[src/rtl/bcd_conv_arbiter_if.sv]
`default_nettype none
// ============================================================================
// Module : bcd_conv_arbiter_if
// Brief  : Requester-side bus of the shared binary-to-BCD converter.
// Rev    : 1.0
// ============================================================================
interface bcd_conv_arbiter_if #(
    parameter int NREQ  = 4,
    parameter int BIN_W = 14
);
    logic [NREQ-1:0]       req;
    logic [NREQ*BIN_W-1:0] bin_flat;
    logic [NREQ-1:0]       ack;
    logic [15:0]           bcd_out;
    logic                  ovf;
    logic [2:0]            grant_id;
    logic                  busy;

    modport master (
        output req, bin_flat,
        input  ack, bcd_out, ovf, grant_id, busy
    );

    modport slave (
        input  req, bin_flat,
        output ack, bcd_out, ovf, grant_id, busy
    );
endinterface
`default_nettype wire

[src/rtl/bcd_conv_arbiter.sv]
`default_nettype none
// ============================================================================
// Module : bcd_conv_arbiter
// Brief  : Round-robin shared serial shift-and-add-3 binary-to-BCD engine.
// Rev    : 1.0
// ============================================================================
module bcd_conv_arbiter #(
    parameter int NREQ  = 4,
    parameter int BIN_W = 14
) (
    input  wire logic         clk,
    input  wire logic         rst,
    bcd_conv_arbiter_if.slave bif
);
    typedef enum logic [1:0] {
        IDLE  = 2'd0,
        SHIFT = 2'd1,
        DONE  = 2'd2
    } state_t;

    state_t           state_q, state_d;
    logic [2:0]       ptr_q,   ptr_d;
    logic [2:0]       grant_q, grant_d;
    logic [BIN_W-1:0] bin_q,   bin_d;
    logic [15:0]      acc_q,   acc_d;
    logic [3:0]       cnt_q,   cnt_d;
    logic             sat_q,   sat_d;
    logic [NREQ-1:0]  ack_q,   ack_d;
    logic [15:0]      bcd_q,   bcd_d;
    logic             ovf_q,   ovf_d;
    logic             busy_q,  busy_d;

    logic [7:0]       w_req_ext;
    logic             w_found;
    logic [2:0]       w_pick;
    logic [BIN_W-1:0] w_sel;
    logic [15:0]      w_adj;
    logic [15:0]      w_next_acc;

    function automatic logic [2:0] wrap_idx(input logic [2:0] base, input int off);
        int s;
        s = int'(base) + off;
        if (s >= NREQ) s = s - NREQ;
        return 3'(s);
    endfunction

    // First pending requester at or above the pointer, wrapping around.
    always_comb begin
        w_req_ext            = '0;
        w_req_ext[NREQ-1:0]  = bif.req;
        w_found              = 1'b0;
        w_pick               = ptr_q;
        for (int i = 0; i < NREQ; i++) begin
            if (!w_found && w_req_ext[wrap_idx(ptr_q, i)]) begin
                w_found = 1'b1;
                w_pick  = wrap_idx(ptr_q, i);
            end
        end
        w_sel = bif.bin_flat[int'(w_pick)*BIN_W +: BIN_W];
    end

    always_comb begin
        w_adj = '0;
        for (int d = 0; d < 4; d++) begin
            w_adj[4*d +: 4] = (acc_q[4*d +: 4] >= 4'd5) ? acc_q[4*d +: 4] + 4'd3
                                                         : acc_q[4*d +: 4];
        end
        w_next_acc = {w_adj[14:0], bin_q[BIN_W-1]};
    end

    always_comb begin
        state_d = state_q;
        ptr_d   = ptr_q;
        grant_d = grant_q;
        bin_d   = bin_q;
        acc_d   = acc_q;
        cnt_d   = cnt_q;
        sat_d   = sat_q;
        ack_d   = '0;
        bcd_d   = bcd_q;
        ovf_d   = ovf_q;
        busy_d  = busy_q;
        case (state_q)
            IDLE: begin
                if (w_found) begin
                    grant_d = w_pick;
                    bin_d   = w_sel;
                    acc_d   = '0;
                    cnt_d   = 4'(BIN_W);
                    sat_d   = 32'(w_sel) > 32'd9999;
                    busy_d  = 1'b1;
                    state_d = SHIFT;
                end
            end
            SHIFT: begin
                bin_d = bin_q << 1;
                // Saturating values keep the accumulator idle so no digit goes past 9.
                acc_d = sat_q ? acc_q : w_next_acc;
                cnt_d = cnt_q - 4'd1;
                if (cnt_q == 4'd1) begin
                    state_d = DONE;
                    bcd_d   = sat_q ? 16'h9999 : w_next_acc;
                    ovf_d   = sat_q;
                    for (int i = 0; i < NREQ; i++) begin
                        ack_d[i] = (grant_q == 3'(i));
                    end
                end
            end
            DONE: begin
                ptr_d   = wrap_idx(grant_q, 1);
                busy_d  = 1'b0;
                state_d = IDLE;
            end
            default: begin
                busy_d  = 1'b0;
                state_d = IDLE;
            end
        endcase
    end

    always_ff @(posedge clk) begin
        if (rst) begin
            state_q <= IDLE;
            ptr_q   <= '0;
            grant_q <= '0;
            bin_q   <= '0;
            acc_q   <= '0;
            cnt_q   <= '0;
            sat_q   <= 1'b0;
            ack_q   <= '0;
            bcd_q   <= '0;
            ovf_q   <= 1'b0;
            busy_q  <= 1'b0;
        end else begin
            state_q <= state_d;
            ptr_q   <= ptr_d;
            grant_q <= grant_d;
            bin_q   <= bin_d;
            acc_q   <= acc_d;
            cnt_q   <= cnt_d;
            sat_q   <= sat_d;
            ack_q   <= ack_d;
            bcd_q   <= bcd_d;
            ovf_q   <= ovf_d;
            busy_q  <= busy_d;
        end
    end

    assign bif.ack      = ack_q;
    assign bif.bcd_out  = bcd_q;
    assign bif.ovf      = ovf_q;
    assign bif.grant_id = grant_q;
    assign bif.busy     = busy_q;
endmodule
`default_nettype wire

[src/flat_wrapper.sv]
// flat-port wrapper written by rule: the top's interface ports become plain ports
module bcd_conv_arbiter_flat 
#(
    parameter int NREQ  = 4,
    parameter int BIN_W = 14
)
  (clk, rst, bif_req, bif_bin_flat, bif_ack, bif_bcd_out, bif_ovf, bif_grant_id, bif_busy);
  bcd_conv_arbiter_if #(.NREQ(NREQ), .BIN_W(BIN_W)) bif_i ();
  input  wire logic clk;
  input  wire logic rst;
  input wire logic [$bits(bif_i.req)-1:0] bif_req;
  input wire logic [$bits(bif_i.bin_flat)-1:0] bif_bin_flat;
  output wire logic [$bits(bif_i.ack)-1:0] bif_ack;
  output wire logic [$bits(bif_i.bcd_out)-1:0] bif_bcd_out;
  output wire logic [$bits(bif_i.ovf)-1:0] bif_ovf;
  output wire logic [$bits(bif_i.grant_id)-1:0] bif_grant_id;
  output wire logic [$bits(bif_i.busy)-1:0] bif_busy;
  assign bif_i.req = bif_req;
  assign bif_i.bin_flat = bif_bin_flat;
  assign bif_ack = bif_i.ack;
  assign bif_bcd_out = bif_i.bcd_out;
  assign bif_ovf = bif_i.ovf;
  assign bif_grant_id = bif_i.grant_id;
  assign bif_busy = bif_i.busy;
  bcd_conv_arbiter #(.NREQ(NREQ), .BIN_W(BIN_W)) u_core (.clk(clk), .rst(rst), .bif(bif_i));
endmodule
[config.mk]
export PLATFORM = sky130hd
export DESIGN_NAME = bcd_conv_arbiter_flat
export DESIGN_NICKNAME = d
export VERILOG_FILES = /design/src/rtl/bcd_conv_arbiter_if.sv /design/src/rtl/bcd_conv_arbiter.sv /design/src/flat_wrapper.sv
export SDC_FILE = /design/constraint.sdc
export NUM_CORES = 1
export LEC_CHECK = 0
export CAP_MARGIN = 0
export CORE_MARGIN = 2
export CORE_UTILIZATION = 40
export CTS_BUF_LIST = sky130_fd_sc_hd__clkbuf_16
export CTS_CLUSTER_SIZE = 40
export DETAILED_ROUTE_END_ITERATION = 10
export GPL_ROUTABILITY_DRIVEN = 0
export PLACE_DENSITY = 0.68
export SLEW_MARGIN = 20
export SYNTH_ARGS = -nofsm -noshare
export SYNTH_HDL_FRONTEND = slang
export SYNTH_SLANG_ARGS = --single-unit
[constraint.sdc]
create_clock -name clk -period 4.06 [get_ports clk]
set_input_delay 0.812 -clock clk [delete_from_list [all_inputs] [get_ports clk]]
set_output_delay 0.812 -clock clk [all_outputs]
set_load 0.1 [all_outputs]
# After elaboration in Yosys (flattened, before gate mapping)
# Index checks and enable logic that the tools add are counted.
# word_totals
in_bits	62
output_inout_bits	25
latch_bits	0
memories	0
romBits	0
reg_bits	65
ram_bits	0
# op_classes
bitwise	2
n_reduce_logical	16
n_eq_ne	9
muxes	38
addsub	14
n_mul	1
div	0
shift	1
n_lt_le_gt_ge	14
# ops
operator	count
56-bit by 32-bit indexed part select with 14-bit output	1
16-bit 2-to-1 mux	3
4-bit by 3-bit >= comparator with 1-bit output (second input constant)	8
16-bit one-hot mux with 2 select lines	1
3-bit 2-to-1 mux	10
14-bit one-hot mux with 2 select lines	1
3-bit by 4-bit < comparator with 1-bit output (second input constant)	4
4-bit 2-to-1 mux	4
3-bit subtractor (second input constant)	5
14-bit greater-than comparator (second input constant)	1
14-bit 2-to-1 mux	1
4-bit by 2-bit adder with 4-bit output (second input constant)	3
1-bit binary-select mux with 3-bit select	4
2-bit AND reduction	5
1-bit 2-to-1 mux	9
3-bit by 1-bit adder with 4-bit output (second input constant)	2
3-bit by 2-bit adder with 4-bit output (second input constant)	2
4-bit one-hot mux with 2 select lines	1
3-bit by 2-bit equality test with 1-bit output (second input constant)	2
3-bit by 3-bit multiplier with 6-bit output (second input constant)	1
4-bit by 1-bit equality test with 1-bit output (second input constant)	1
2-bit 2-to-1 mux	2
2-bit by 1-bit inequality test with 1-bit output (second input constant)	2
2-bit one-hot mux with 2 select lines	1
16 further kinds	21

# Logic depth before layout (Yosys ltp)
# depth
depth_word	18
mapped_depth	15

# Worst setup path after synthesis
# No wires, ideal clock.
# synth_path
path_kind	register -> register
startpoint	reg u_core.ptr_q[0]
endpoint	reg u_core.bin_q[1]
period_less_slack_ns	3.477
t_arrival_ns	3.349
stages_incl_launch_ff	16
setup_ns	0.128
path_slack_ns	0.583
path_cell_list	dfxtp_1 buf_6 buf_2 inv_1 ha_1 buf_2 mux4_2 nor3b_1 o31ai_1 and3_1 buf_2 buf_4 mux2i_1 mux2i_1 a222oi_1 nor2_1
# synth_via
elab_chain_cells	18
# synth_rtl
item	line	text
from (decl)	bcd_conv_arbiter.sv:22	logic [2:0] ptr_q, ptr_d;
from (signal assigned)	bcd_conv_arbiter.sv:136	ptr_q <= ptr_d;
branches (longest 18 deep; another with 3-bit by 1-bit adder with 4-bit output)	--	
to (signal assigned)	bcd_conv_arbiter.sv:138	bin_q <= bin_d;
to (decl)	bcd_conv_arbiter.sv:24	logic [BIN_W-1:0] bin_q, bin_d;
# Parallel ways; which one is timed is not known. The select of a mux whose other input is x is not followed.
# A chain may end at the register's enable or synchronous reset.

# Worst setup path after layout
# layout_path
startpoint	in bif_req[0]
endpoint	reg u_core.sat_q
# layout_via
elab_chain_cells	15
# layout_rtl
item	line	text
from (decl)	flat_wrapper.sv:11	input wire logic [$bits(bif_i.req)-1:0] bif_req;
1-bit binary-select mux with 3-bit select	bcd_conv_arbiter.sv:54	if (!w_found && w_req_ext[wrap_idx(ptr_q, i)]) begin
1-bit 2-to-1 mux (implied by the code)	bcd_conv_arbiter.sv:54	
1-bit 2-to-1 mux	bcd_conv_arbiter.sv:54	
1-bit zero test	bcd_conv_arbiter.sv:54	
1-bit logical AND	bcd_conv_arbiter.sv:54	
1-bit 2-to-1 mux	bcd_conv_arbiter.sv:54	
1-bit zero test	bcd_conv_arbiter.sv:54	
1-bit logical AND	bcd_conv_arbiter.sv:54	
1-bit 2-to-1 mux	bcd_conv_arbiter.sv:54	
1-bit zero test	bcd_conv_arbiter.sv:54	
1-bit logical AND	bcd_conv_arbiter.sv:54	
3-bit 2-to-1 mux	bcd_conv_arbiter.sv:54	
3-bit by 3-bit multiplier with 6-bit output	bcd_conv_arbiter.sv:59	w_sel = bif.bin_flat[int'(w_pick)*BIN_W +: BIN_W];
56-bit by 32-bit indexed part select with 14-bit output	bcd_conv_arbiter.sv:59	
14-bit greater-than comparator	bcd_conv_arbiter.sv:90	sat_d = 32'(w_sel) > 32'd9999;
to (signal assigned)	bcd_conv_arbiter.sv:141	sat_q <= sat_d;
to (decl)	bcd_conv_arbiter.sv:27	logic sat_q, sat_d;
# Several ways; a longest one is shown, not always the timed one. The select of a mux whose other input is x is not followed.

==> out/results.md <==
• Final Cycle Share: 89.9%
• number of global-route vias before repair: 3208
• unrepaired setup endpoints after global routing: no
• cells along the critical path: clkdlybuf4s50_1 > mux4_2 > a221o_1 > o21ai_0 > o211a_1 > mux4_1 > nor4_1 > or2_1 > a31oi_1
• die area: 0.00967 mm2
• DP Worst Slack: 0.0897 ns
• buffer count from post-CTS setup fixing: 0
• Peak supply drop: 0.154 mV
• number of instances in the synthesized netlist: 398
• Critical Path RT: 4.28 ns
• Synth-to-Final Area Change: 37.0%
• endpoints failing setup: 0
• FMAX: 0.274 GHz
• CTS tree: yes
• number of clock sinks: 65
• worst-case setup margin in the final layout: 0.408 ns
• antenna violations before repair: 0
• initial core utilization: 41.0%
• height of the die: 98.4 um
• status: completed
• cts repair resizes: 0
• fraction of layout cells with a size suffix above 1: 9.18%
• fraction of synthesis flops using an asynchronous set or reset pin: 0%
• power per unit of standard cell area: 372 mW/mm2
• Fin Setup TNS: 0 ns
• mean routed wirelength per cell: 15.0 um
• sequential cell area: 0.00130 mm2
• count of non-filler cells in the finished layout: 598
• delay contributed by the slowest stage of the critical path: 0.62 ns
• hold buffer count at CTS: 0
• crit path time final: 3.65 ns
• slew at the pin closest to its max-slew limit: 0.990 ns
• via/cell ratio: 5.59
• quantity of I/O buffers inserted on ports: 86
• worst skew pair latency: 0.33 ns
• global-route wire length before repair: 14.8 mm
• startpoint types: input port
• Avg Cell Area, Syn: 8.95 um2
• num rows: 34
• Hold Violations, Final: 0
• residual antenna-violating net count after detailed routing: 0
• min-delay worst type: flip-flop to flip-flop
• Detailed Route Iter0 Violations: 180
• CTS root buf: clkbuf_16
• Critical Setup Path Class: input port to flip-flop
• Leak Pwr: 1.79 nW
• placeable core region: 0.00868 mm2
• overall global routing resource usage: 18.8%
• total inserted antenna cells: 0
• remaining global-route overflow: 0
• filler cell count in the final layout: 821
• combined area of the multi-input logic cells: 0.00209 mm2
• sequential cell area fraction in the yosys report: 36.5%
• cell count after placement: 582
• iteration count of the initial detailed-routing pass: 7
• WP data arrival: 3.87 ns
• count of flip-flops with a built-in enable after synthesis: 0
• largest fanout on the critical path: 7
• FF+latch count, synth: 65
• number of top-level design ports: 87
• Final Skew: 0.00536 ns
• total of max-cap violations: 0
• endpoint class of the critical path: flip-flop
• total length of routed wires: 8.97 mm
• clock slew at reported path FFs: 0.06 ns
• summed instance area of the synthesized netlist: 0.00356 mm2
• Post-Synthesis Net Count: 477
• Cell variety after synth: 46
• total number of vias: 3343
• deepest clock path buffer count: 2
• post-route DRC violation count: 0
• number of H-tree levels: 3
• Final HPWL DP: 6.67 mm
• slowest stage cell, crit path: mux4_1
• worst slew margin relative to its limit: 33.8%
• Layout Nets: 564
• total number of yosys warnings: 0
• number of buffers inserted during clock tree synthesis: 9
• largest net degree at the start of global routing: 63
• Final Max Slew Viols: 0
• top flip-flop cell by instance count after synthesis: dfxtp_1
• Die Span X: 98.4 um
critical path: cells and delay by family:
| family | cells | cell delay, ns |
|---|---|---|
| mux | 2 | 1.16 |
| compound gates | 4 | 0.97 |
| buf+inv | 1 | 0.50 |
| simple gates | 2 | 0.43 |
placed cells by master (no fill, tap or decap), types with 2 or more instances in the layout:
cell type,netlist,layout
nor3b_1,7,7
nand4_1,6,6
mux2_2,7,7
a21oi_1,32,32
mux2i_1,20,20
buf_4,1,14
nor2_1,68,68
a221oi_1,2,2
nand2b_1,11,11
clkbuf_16,0,9
nor2b_1,2,2
a222oi_1,10,10
clkdlybuf4s50_1,0,85
dfxtp_1,65,65
nor3_1,10,10
and2_1,6,6
mux4_1,3,3
xnor2_1,5,5
a31oi_1,2,2
nand2_1,11,11
a21o_1,2,2
a211oi_1,6,6
a22oi_1,16,16
mux4_2,7,7
a311oi_1,3,3
ha_1,17,17
a2111oi_0,2,2
inv_1,16,16
o21ai_0,11,11
o211ai_1,2,2
or2_1,2,2
nand3_1,9,9
bufinv_16,0,2
nor4_1,2,2
Yosys cell counts (all sizes together) (5+ instances only):
master | instances | area (um2)
a211oi | 6 | 45.0
a21oi | 32 | 160
a222oi | 10 | 100
a22oi | 16 | 120
and2 | 6 | 37.5
buf | 7 | 50.1
clkbuf | 17 | 63.8
dfxtp | 65 | 1300
ha | 17 | 213
inv | 16 | 60.1
mux2 | 7 | 78.8
mux2i | 20 | 200
mux4 | 10 | 236
nand2 | 11 | 41.3
nand2b | 11 | 68.8
nand3 | 9 | 45.0
nand4 | 6 | 37.5
nor2 | 68 | 255
nor3 | 10 | 50.1
nor3b | 7 | 52.6
o21ai | 11 | 55.1
xnor2 | 5 | 43.8
final timing paths:
path                                 from                           to  slack, ns  cells past startpoint
max reg2reg  u_core.ptr_q[1]$_SDFFE_PP0N_    u_core.sat_q$_SDFFE_PP0P_       0.76                     11
min           u_core.bif.ovf$_SDFFE_PP0P_  u_core.bif.ovf$_SDFFE_PP0P_       0.47                      2
min reg2reg   u_core.bif.ovf$_SDFFE_PP0P_  u_core.bif.ovf$_SDFFE_PP0P_       0.47                      2
max                            bif_req[0]    u_core.sat_q$_SDFFE_PP0P_       0.41                      9
cell families after synthesis:
| family | Yosys count | share of synthesized area (%) |
|---|---|---|
| adders and majority gates | 17 | 5.97 |
| buffers and inverters | 40 | 4.88 |
| xor gates and xnor gates | 5 | 1.23 |
| AOI/OAI and AO/OA | 96 | 18.5 |
| muxes | 37 | 14.5 |
| DFF | 65 | 36.5 |
| and+or+nand+nor | 138 | 18.4 |
stage by stage:
stage / cell area (um2) / total power [mW] / hold WS (ns) / utilization [%]
2_1_floorplan: 3560 / 0.888 / 0.453 / -
3_3_place_gp: 4560 / 1.00 / 0.441 / 52.5
3_5_place_dp: 4560 / 1.01 / 0.463 / 52.5
4_1_cts: 4870 / 1.83 / 0.470 / 56.2
5_1_grt: 4880 / 1.88 / 0.495 / 56.2
6_report: 4880 / 1.81 / 0.467 / 56.2
power by group:
| group | leakage, nW | internal (mW) | switching [mW] |
|---|---|---|---|
| Clock | 0.153 | 0.537 | 0.284 |
| Combinational | 1.11 | 0.145 | 0.156 |
| Sequential | 0.529 | 0.667 | 0.0241 |
layer usage:
metal / wire, um / GRT usage [%] / vias to the layer above
met5: 0 / 0 / -
met4: 149 / 8.85 / 0
met3: 615 / 4.72 / 10
met2: 4380 / 32.4 / 124
met1: 3820 / 21.9 / 1575
li1: - / - / 1634
area by class of cell:
class	count	area share [%]
Timing Repair Buffer	100	20.0
Sequential cell	65	26.7
Tap cell	108	2.77
Inverter	16	1.23
Multi-Input combinational cell	293	42.8
Clock inverter	7	1.92
Clock buffer	9	4.62
registers in the layout, indices dropped and copies added, names as in the netlist:
| register | cells |
|---|---|
| u_core.acc_q | 16 |
| u_core.bif.ack | 4 |
| u_core.bif.bcd_out | 16 |
| u_core.bif.busy | 1 |
| u_core.bif.grant_id | 3 |
| u_core.bif.ovf | 1 |
| u_core.bin_q | 14 |
| u_core.cnt_q | 4 |
| u_core.ptr_q | 3 |
| u_core.sat_q | 1 |
| u_core.state_q | 2 |
Power figures use the tool's default switching activity.
